$ cat src/rtl/instr_fetch_responder_pkg.sv
// ---------------------------------------------------------------------------
// instr_fetch_responder_pkg
// Shared definitions for the instruction fetch responder:
//   - DEFAULT_DEPTH / DEFAULT_MEM_LAT : default response FIFO depth and
//     instruction-memory read latency.
//   - fetch_entry_t : one fetch result (pc, instruction word, misalign flag).
//   - is_misaligned : true when the low address bits are not word aligned.
// ---------------------------------------------------------------------------
package instr_fetch_responder_pkg;

    localparam int DEFAULT_DEPTH   = 4;
    localparam int DEFAULT_MEM_LAT = 2;

    typedef struct packed {
        logic [63:0] pc;
        logic [31:0] instr;
        logic        err;
    } fetch_entry_t;

    function automatic logic is_misaligned(input logic [1:0] addr_lo);
        return addr_lo != 2'b00;
    endfunction

endpackage

$ cat src/rtl/instr_fetch_responder_if.sv
// ---------------------------------------------------------------------------
// instr_fetch_responder_if
// Bundles the fetch request, flush, instruction-memory and response signals.
//   master : the surroundings (program counter, memory, consumer)
//   slave  : the fetch responder
// Signals:
//   req_valid/req_addr/req_ready       fetch request handshake
//   flush                              branch redirect
//   mem_rd_en/mem_addr/mem_rdata       instruction memory read port
//   rsp_valid/rsp_ready                response handshake
//   rsp_instr/rsp_pc/rsp_err           response payload
// ---------------------------------------------------------------------------
interface instr_fetch_responder_if;

    logic        req_valid;
    logic [63:0] req_addr;
    logic        req_ready;
    logic        flush;

    logic        mem_rd_en;
    logic [63:0] mem_addr;
    logic [31:0] mem_rdata;

    logic        rsp_valid;
    logic        rsp_ready;
    logic [31:0] rsp_instr;
    logic [63:0] rsp_pc;
    logic        rsp_err;

    modport master (
        output req_valid, req_addr, flush, mem_rdata, rsp_ready,
        input  req_ready, mem_rd_en, mem_addr, rsp_valid, rsp_instr, rsp_pc, rsp_err
    );

    modport slave (
        input  req_valid, req_addr, flush, mem_rdata, rsp_ready,
        output req_ready, mem_rd_en, mem_addr, rsp_valid, rsp_instr, rsp_pc, rsp_err
    );

endinterface

$ cat src/rtl/instr_fetch_responder_fetch_fifo.sv
// ---------------------------------------------------------------------------
// fetch_fifo
// Response FIFO holding completed fetch entries in acceptance order.
// Ports:
//   clk, rst   clock, synchronous active-high reset (control state only)
//   clear      discard all entries (has priority over push/pop)
//   push       write push_data at the tail
//   pop        drop the head entry (ignored when empty)
//   head       current head entry
//   empty      no entries held
//   count      number of entries held (0..DEPTH)
// ---------------------------------------------------------------------------
module fetch_fifo
    import instr_fetch_responder_pkg::*;
#(
    parameter int  DEPTH   = DEFAULT_DEPTH,
    parameter type entry_t = fetch_entry_t
) (
    input  logic                   clk,
    input  logic                   rst,
    input  logic                   clear,
    input  logic                   push,
    input  entry_t                 push_data,
    input  logic                   pop,
    output entry_t                 head,
    output logic                   empty,
    output logic [$clog2(DEPTH):0] count
);

    localparam int PTR_W = (DEPTH > 1) ? $clog2(DEPTH) : 1;
    localparam int CNT_W = $clog2(DEPTH) + 1;
    localparam logic [PTR_W-1:0] LAST_PTR = PTR_W'(DEPTH - 1);

    entry_t           mem [DEPTH];
    logic [PTR_W-1:0] wr_ptr;
    logic [PTR_W-1:0] rd_ptr;
    logic             full;
    logic             do_pop;

    // Pointers wrap explicitly so non-power-of-two depths work.
    function automatic logic [PTR_W-1:0] next_ptr(input logic [PTR_W-1:0] ptr);
        return (ptr == LAST_PTR) ? '0 : ptr + PTR_W'(1);
    endfunction

    assign empty  = (count == '0);
    assign full   = (count == CNT_W'(DEPTH));
    assign do_pop = pop & ~empty;
    assign head   = mem[rd_ptr];

    always_ff @(posedge clk) begin
        if (rst || clear) begin
            wr_ptr <= '0;
            rd_ptr <= '0;
            count  <= '0;
        end else begin
            // The credit scheme upstream keeps a push from ever landing on a full FIFO.
            assert (!(push && full));
            if (push) begin
                wr_ptr <= next_ptr(wr_ptr);
            end
            if (do_pop) begin
                rd_ptr <= next_ptr(rd_ptr);
            end
            case ({push, do_pop})
                2'b10:   count <= count + CNT_W'(1);
                2'b01:   count <= count - CNT_W'(1);
                default: count <= count;
            endcase
        end
    end

    // Storage is data only; stale contents are never visible because the
    // top gates the head with the empty flag.
    always_ff @(posedge clk) begin
        if (push && !clear) begin
            mem[wr_ptr] <= push_data;
        end
    end

endmodule

$ cat src/rtl/instr_fetch_responder.sv
// ---------------------------------------------------------------------------
// instr_fetch_responder
// Accepts instruction fetch requests, issues reads to a fixed-latency
// instruction memory, and returns responses in acceptance order through a
// response FIFO. Misaligned requests skip the memory read but still take a
// slot so ordering is preserved; they come back with err=1 and instr=0.
// A flush discards everything queued or in flight.
// Parameters:
//   DEPTH    response FIFO entries (also the outstanding-request limit)
//   MEM_LAT  memory read latency in cycles, 1..4
// Ports:
//   clk, rst  clock, synchronous active-high reset
//   bus       instr_fetch_responder_if.slave (request, flush, memory, response)
// ---------------------------------------------------------------------------
module instr_fetch_responder
    import instr_fetch_responder_pkg::*;
#(
    parameter int DEPTH   = DEFAULT_DEPTH,
    parameter int MEM_LAT = DEFAULT_MEM_LAT
) (
    input logic                     clk,
    input logic                     rst,
    instr_fetch_responder_if.slave  bus
);

    localparam int CNT_W  = $clog2(DEPTH) + 1;
    localparam int CRED_W = $clog2(DEPTH + MEM_LAT) + 1;

    // Tracking shift register: stage i holds a request accepted i+1 cycles ago.
    logic [MEM_LAT-1:0] trk_vld;
    logic [MEM_LAT-1:0] trk_err;
    logic [63:0]        trk_pc [MEM_LAT];

    logic [CNT_W-1:0]   occupancy;
    logic [CRED_W-1:0]  inflight;
    logic [CRED_W-1:0]  credit;
    logic               can_accept;
    logic               accept;
    logic               misaligned;
    logic               fifo_empty;
    logic               pop;
    fetch_entry_t       push_entry;
    fetch_entry_t       head;

    always_comb begin
        inflight = '0;
        for (int i = 0; i < MEM_LAT; i++) begin
            inflight = inflight + CRED_W'(trk_vld[i]);
        end
    end

    // Credit counts every accepted-but-unconsumed fetch. It is taken before
    // any pop this cycle, so a slot freed by a pop is reusable next cycle.
    assign credit     = CRED_W'(occupancy) + inflight;
    assign can_accept = !rst && !bus.flush && (credit < CRED_W'(DEPTH));
    assign accept     = bus.req_valid && can_accept;
    assign misaligned = is_misaligned(bus.req_addr[1:0]);

    assign bus.req_ready = can_accept;
    assign bus.mem_rd_en = accept && !misaligned;
    assign bus.mem_addr  = bus.req_addr;

    // Stage boundary: request acceptance -> tracking register.
    always_ff @(posedge clk) begin
        if (rst || bus.flush) begin
            trk_vld <= '0;
        end else begin
            trk_vld[0] <= accept;
            for (int i = 1; i < MEM_LAT; i++) begin
                trk_vld[i] <= trk_vld[i-1];
            end
        end
    end

    always_ff @(posedge clk) begin
        trk_pc[0]  <= bus.req_addr;
        trk_err[0] <= misaligned;
        for (int i = 1; i < MEM_LAT; i++) begin
            trk_pc[i]  <= trk_pc[i-1];
            trk_err[i] <= trk_err[i-1];
        end
    end

    // Stage boundary: last tracking stage lines up with mem_rdata -> FIFO.
    always_comb begin
        push_entry       = '0;
        push_entry.pc    = trk_pc[MEM_LAT-1];
        push_entry.err   = trk_err[MEM_LAT-1];
        push_entry.instr = trk_err[MEM_LAT-1] ? 32'h0 : bus.mem_rdata;
    end

    assign pop = bus.rsp_valid && bus.rsp_ready;

    fetch_fifo #(
        .DEPTH   (DEPTH),
        .entry_t (fetch_entry_t)
    ) u_fifo (
        .clk       (clk),
        .rst       (rst),
        .clear     (bus.flush),
        .push      (trk_vld[MEM_LAT-1]),
        .push_data (push_entry),
        .pop       (pop),
        .head      (head),
        .empty     (fifo_empty),
        .count     (occupancy)
    );

    // Payload reads as zero whenever nothing is queued, which also keeps
    // uninitialised storage off the outputs after reset.
    assign bus.rsp_valid = !rst && !fifo_empty;
    assign bus.rsp_instr = fifo_empty ? 32'h0 : head.instr;
    assign bus.rsp_pc    = fifo_empty ? 64'h0 : head.pc;
    assign bus.rsp_err   = fifo_empty ? 1'b0  : head.err;

endmodule

$ cat src/flat_wrapper.sv
// flat-port wrapper written by rule: the top's interface ports become plain ports
module instr_fetch_responder_flat import instr_fetch_responder_pkg::*;
#(
    parameter int DEPTH   = DEFAULT_DEPTH,
    parameter int MEM_LAT = DEFAULT_MEM_LAT
)
  (clk, rst, bus_req_valid, bus_req_addr, bus_flush, bus_mem_rdata, bus_rsp_ready, bus_req_ready, bus_mem_rd_en, bus_mem_addr, bus_rsp_valid, bus_rsp_instr, bus_rsp_pc, bus_rsp_err);
  instr_fetch_responder_if bus_i ();
  input logic clk;
  input logic rst;
  input wire logic [$bits(bus_i.req_valid)-1:0] bus_req_valid;
  input wire logic [$bits(bus_i.req_addr)-1:0] bus_req_addr;
  input wire logic [$bits(bus_i.flush)-1:0] bus_flush;
  input wire logic [$bits(bus_i.mem_rdata)-1:0] bus_mem_rdata;
  input wire logic [$bits(bus_i.rsp_ready)-1:0] bus_rsp_ready;
  output wire logic [$bits(bus_i.req_ready)-1:0] bus_req_ready;
  output wire logic [$bits(bus_i.mem_rd_en)-1:0] bus_mem_rd_en;
  output wire logic [$bits(bus_i.mem_addr)-1:0] bus_mem_addr;
  output wire logic [$bits(bus_i.rsp_valid)-1:0] bus_rsp_valid;
  output wire logic [$bits(bus_i.rsp_instr)-1:0] bus_rsp_instr;
  output wire logic [$bits(bus_i.rsp_pc)-1:0] bus_rsp_pc;
  output wire logic [$bits(bus_i.rsp_err)-1:0] bus_rsp_err;
  assign bus_i.req_valid = bus_req_valid;
  assign bus_i.req_addr = bus_req_addr;
  assign bus_i.flush = bus_flush;
  assign bus_i.mem_rdata = bus_mem_rdata;
  assign bus_i.rsp_ready = bus_rsp_ready;
  assign bus_req_ready = bus_i.req_ready;
  assign bus_mem_rd_en = bus_i.mem_rd_en;
  assign bus_mem_addr = bus_i.mem_addr;
  assign bus_rsp_valid = bus_i.rsp_valid;
  assign bus_rsp_instr = bus_i.rsp_instr;
  assign bus_rsp_pc = bus_i.rsp_pc;
  assign bus_rsp_err = bus_i.rsp_err;
  instr_fetch_responder #(.DEPTH(DEPTH), .MEM_LAT(MEM_LAT)) u_core (.clk(clk), .rst(rst), .bus(bus_i));
endmodule
$ cat config.mk
export PLATFORM = sky130hd
export DESIGN_NAME = instr_fetch_responder_flat
export DESIGN_NICKNAME = d
export VERILOG_FILES = /design/src/rtl/instr_fetch_responder_pkg.sv /design/src/rtl/instr_fetch_responder_if.sv /design/src/rtl/instr_fetch_responder_fetch_fifo.sv /design/src/rtl/instr_fetch_responder.sv /design/src/flat_wrapper.sv
export SDC_FILE = /design/constraint.sdc
export NUM_CORES = 1
export LEC_CHECK = 0
export CAP_MARGIN = 20
export CORE_UTILIZATION = 45
export CTS_CLUSTER_DIAMETER = 200
export DETAILED_ROUTE_END_ITERATION = 12
export GPL_TIMING_DRIVEN = 0
export PLACE_DENSITY = 0.71
export SETUP_SLACK_MARGIN = 0.3
export SYNTH_ARGS = -nofsm -noshare
export SYNTH_HDL_FRONTEND = slang
export SYNTH_SLANG_ARGS = --single-unit
$ cat constraint.sdc
create_clock -name clk -period 3.1 [get_ports clk]
set_input_delay 0.465 -clock clk [delete_from_list [all_inputs] [get_ports clk]]
set_output_delay 0.465 -clock clk [all_outputs]
set_load 0.02 [all_outputs]
==> reports/qor.txt <==
RUN STATUS
---------------------------------------------------------------------------------------
Outcome                                                                    finished, final reports clean

SYNTHESIS
---------------------------------------------------------------------------------------
EDFF count, synth                                                                   388
Flop and latch count out of synthesis                                               529
Xor and xnor fraction of the mapped netlist area                                0.0946%
Count of different cell masters after synthesis                                      28
Compound-gate portion of the synthesized area                                    0.250%
Synthesized-area fraction occupied by adder cells                                0.649%
Largest area contributor in the synthesized netlist                            edfxtp_1
Post-synthesis mux area share                                                     11.9%
Ranking of synthesized cells by area                                       edfxtp_1 (63%), dfxtp_1 (15%), mux4_2 (12%), nor2b_1 (4.4%), buf_4 (2.6%)
Seq/Total Area, Yosys                                                             78.2%
Post-synth ARST share                                                                0%
Cell count after synthesis                                                          908
Largest family of logic cells by synthesized area                          multiplexers
Portion of synthesized cell area occupied by the leading cell type                62.9%
Most used standard cell by instance count after synthesis                      edfxtp_1
Most common flop cell mapped by yosys                                          edfxtp_1
Synth Warn #                                                                          0
Area fraction in and, or, nand and nor cells after synthesis                      5.18%
Post-synth top cells                                                       edfxtp_1 (388), dfxtp_1 (141), nor2b_1 (129)
Summed instance area of the synthesized netlist                             0.0185 mm^2
Net count after synthesis                                                          1018
Per-instance average area after synthesis                                     20.4 um^2

GLOBAL ROUTING
---------------------------------------------------------------------------------------
Maximum number of pins on one net before global-route repair                         56
Via count of the first global-routing pass                                         9378
Global-route wire length before repair                                         53000 um
Global route overflow                                                                 0
Number of antenna violations at the first check in global routing                     1
All-layer global routing usage                                                    17.0%

PWR
---------------------------------------------------------------------------------------
Pwr/cell area                                                               626 mW/mm^2
Sum of internal, switching and leakage power                                    14.9 mW
Leakage power                                                                   8.29 nW
Max IR drop VDD                                                                0.541 mV

DIE
---------------------------------------------------------------------------------------
Core area                                                                   0.0402 mm^2
Total die area                                                              0.0419 mm^2
Die H                                                                            205 um
Num rows                                                                             73
Width of the chip                                                                205 um
Initial core utilization                                                          46.1%
Number of I/O pins                                                                  265

PLACED DESIGN
---------------------------------------------------------------------------------------
Number of port buffers                                                              264
Half-perimeter wire length after placement                                     21000 um
Area after detailed placement                                               0.0219 mm^2
Final weighted congestion of routability-driven global placement                  0.697
Placed Instances                                                                   1702

TIMING
---------------------------------------------------------------------------------------
Hold Vio Cnt, Final                                                                   0
Worst hold-check slack                                                         0.320 ns
Layout Skew                                                                   0.0182 ns
Final min period                                                                2.71 ns
Max Clock Freq                                                                  368 MHz
Setup repair after global routing missed its margin                                 yes
Max-slew violation total from the final report                                        0
Actual transition at the worst max-transition pin                              0.793 ns
Final critical-path share of the clock period                                     87.5%
Aggregate negative setup slack                                                     0 ns
Setup-failing EPs final                                                               0
Max-slew headroom                                                                 47.2%

WORST SETUP PATH
---------------------------------------------------------------------------------------
Bufs and invs on worst path                                                           4
CP max stage delay                                                              0.47 ns
Largest fanout on the critical path                                                  10
Data arrival at the endpoint of the critical path                               2.25 ns
Required time at the endpoint of the critical path                              2.63 ns
Worst reg2reg path endpoint                                                u_core.u_fifo.count[2]
Number of cells traversed by the worst register-to-register path                     10
Critical Path, Cell by Cell                                                buf_8 > buf_12 > buf_4 > mux4_2 > nor2b_1 > clkdlybuf4s15_2
Critical register-to-register path startpoint                              u_core.u_fifo.count[0]
Crit-path slowest cell                                                           mux4_2
Worst setup path category                                                       reg2out
Top cell family by delay on the critical path                              buffers and inverters
Worst setup EP type                                                          output pin
Reg2Reg Setup Slack                                                             0.65 ns
Startpoint types                                                               register

DETAILED ROUTING
---------------------------------------------------------------------------------------
ANT nets after route                                                                  0
Number of violations reported at the end of detailed-routing iteration 0            480
Average wire per cell in the routed design                                      19.0 um
Detailed Route WL                                                              34500 um
Count of vias placed by the detailed router                                        8908
Total DRC errors in the routed layout                                                 0
First-pass DRT Iterations                                                             4
Via count normalized by instance count                                             4.92

CLOCKING
---------------------------------------------------------------------------------------
TritonCTS clock tree                                                              built
Number of H-tree levels                                                               2
Clock insertion delay at the later pin of the skew report                       0.59 ns
Clock buffers created by TritonCTS                                                   53
Longest Clk Path Bufs                                                                 3
Clock Pin Slew Worst Setup and Hold Paths                                       0.06 ns
Clock sink count                                                                    529
Cell at the root of the clock tree                                            clkbuf_16

WORST HOLD PATH
---------------------------------------------------------------------------------------
Hold path startpoint                                                       u_core.trk_err[0]
Hold Path End                                                              u_core.trk_err[1]
Hold path depth                                                                       0
Worst hold path type                                                            reg2reg

FINAL LAYOUT
---------------------------------------------------------------------------------------
Final instance area                                                         0.0238 mm^2
Post-route non-filler standard cell count                                          1811
Area growth from synthesis to layout                                              28.4%
Post-layout net count                                                              1350
Share of layout cells above drive strength 1                                      30.4%

RUN
---------------------------------------------------------------------------------------
Max Cap Violations                                                                    0

## power breakdown
group	total, mW	switching (mW)	internal, mW
registers	7.73	0.0571	7.68
logic	0.445	0.177	0.268
clock network	6.69	2.58	4.10
total	14.9	2.82	12.0
## through the flow
stage | util [%] | worst slack, ns
CTS | 59.3 | 0.183
global placement | 54.3 | -0.713
detailed placement | 54.6 | 0.0567
global route | 59.1 | 0.278
floorplan | - | 0.731
finish | 59.1 | 0.386
## how the worst max path moves through the flow
stage | end | start | cells past startpoint | slack, ns
after global routing | bus_rsp_pc[38] | register | 6 | 0.28
after global placement | u_core.u_fifo.mem[0][24] | bus_flush | 3 | -0.71
after floorplan | u_core.u_fifo.count[2] | u_core.u_fifo.count[0] | 10 | 0.73
after detailed placement | bus_rsp_instr[30] | u_core.u_fifo.count[0] | 5 | 0.06
final | bus_rsp_pc[1] | register | 6 | 0.39
after CTS | bus_rsp_instr[30] | register | 6 | 0.18
## final cells by class
class,count,area [um^2]
well taps,525,657
flip-flops and latches,529,14500
fillers,3001,16400
clock inverters,23,310
inverters,6,22.5
clock buffers,77,1570
diodes,1,2.50
multi-input cells,273,3370
plain buffers,100,837
repair buffers,277,2520
## worst reg2reg max path: cells and delay by family (launching register included)
family | cells | cell delay, ns
compound gates | 1 | 0.15
xor+xnor | 1 | 0.16
buf+inv | 2 | 0.27
flops | 1 | 0.48
simple gates | 4 | 0.76
fa+ha+maj | 2 | 0.57
## state kept, by name (all words and copies together), names as in the netlist, named ones only
signal / flops
u_core.u_fifo.mem: 388
u_core.u_fifo.rd_ptr: 2
u_core.u_fifo.wr_ptr: 2
u_core.trk_err: 2
u_core.trk_pc: 128
u_core.u_fifo.count: 3
u_core.trk_vld: 2
## cell usage in the layout (no fill, tap or decap), types with 6 or more instances in the layout
master / instances
edfxtp_1: 388
clkdlybuf4s50_1: 164
dfxtp_1: 140
nor2b_1: 128
mux4_2: 97
buf_4: 75
buf_2: 66
clkbuf_16: 56
clkbuf_1: 17
clkdlybuf4s15_2: 14
clkbuf_2: 12
buf_12: 11
clkinv_2: 11
clkbuf_8: 11
dlygate4sd2_1: 11
nor2_1: 9
ha_1: 8
bufinv_16: 7
inv_1: 6
clkbuf_4: 6
## layer usage
metal  global-route usage (%)  share of wire, %  vias up
met4                     5.73               2.0        0
li1                         -                 -     4084
met3                     3.88               6.0       51
met2                     27.7                49      242
met1                     22.4                43     4531
met5                        0                 0        -
## logic make-up after synthesis
group	count (synthesis)
AO/OA/AOI/OAI	8
AND/OR/NAND/NOR	156
flip-flops	529
XOR/XNOR	2
buffers and inverters	106
multiplexers	98
adder cells (fa/ha/maj)	9
## timing repair
action,CTS,global route
hold buffers,0,0
resized for setup,363,45
pin swaps,2,2
setup buffers,7,0
cloned,0,1
setup endpoints to repair,100,49
(Power assumes the default switching activity.)
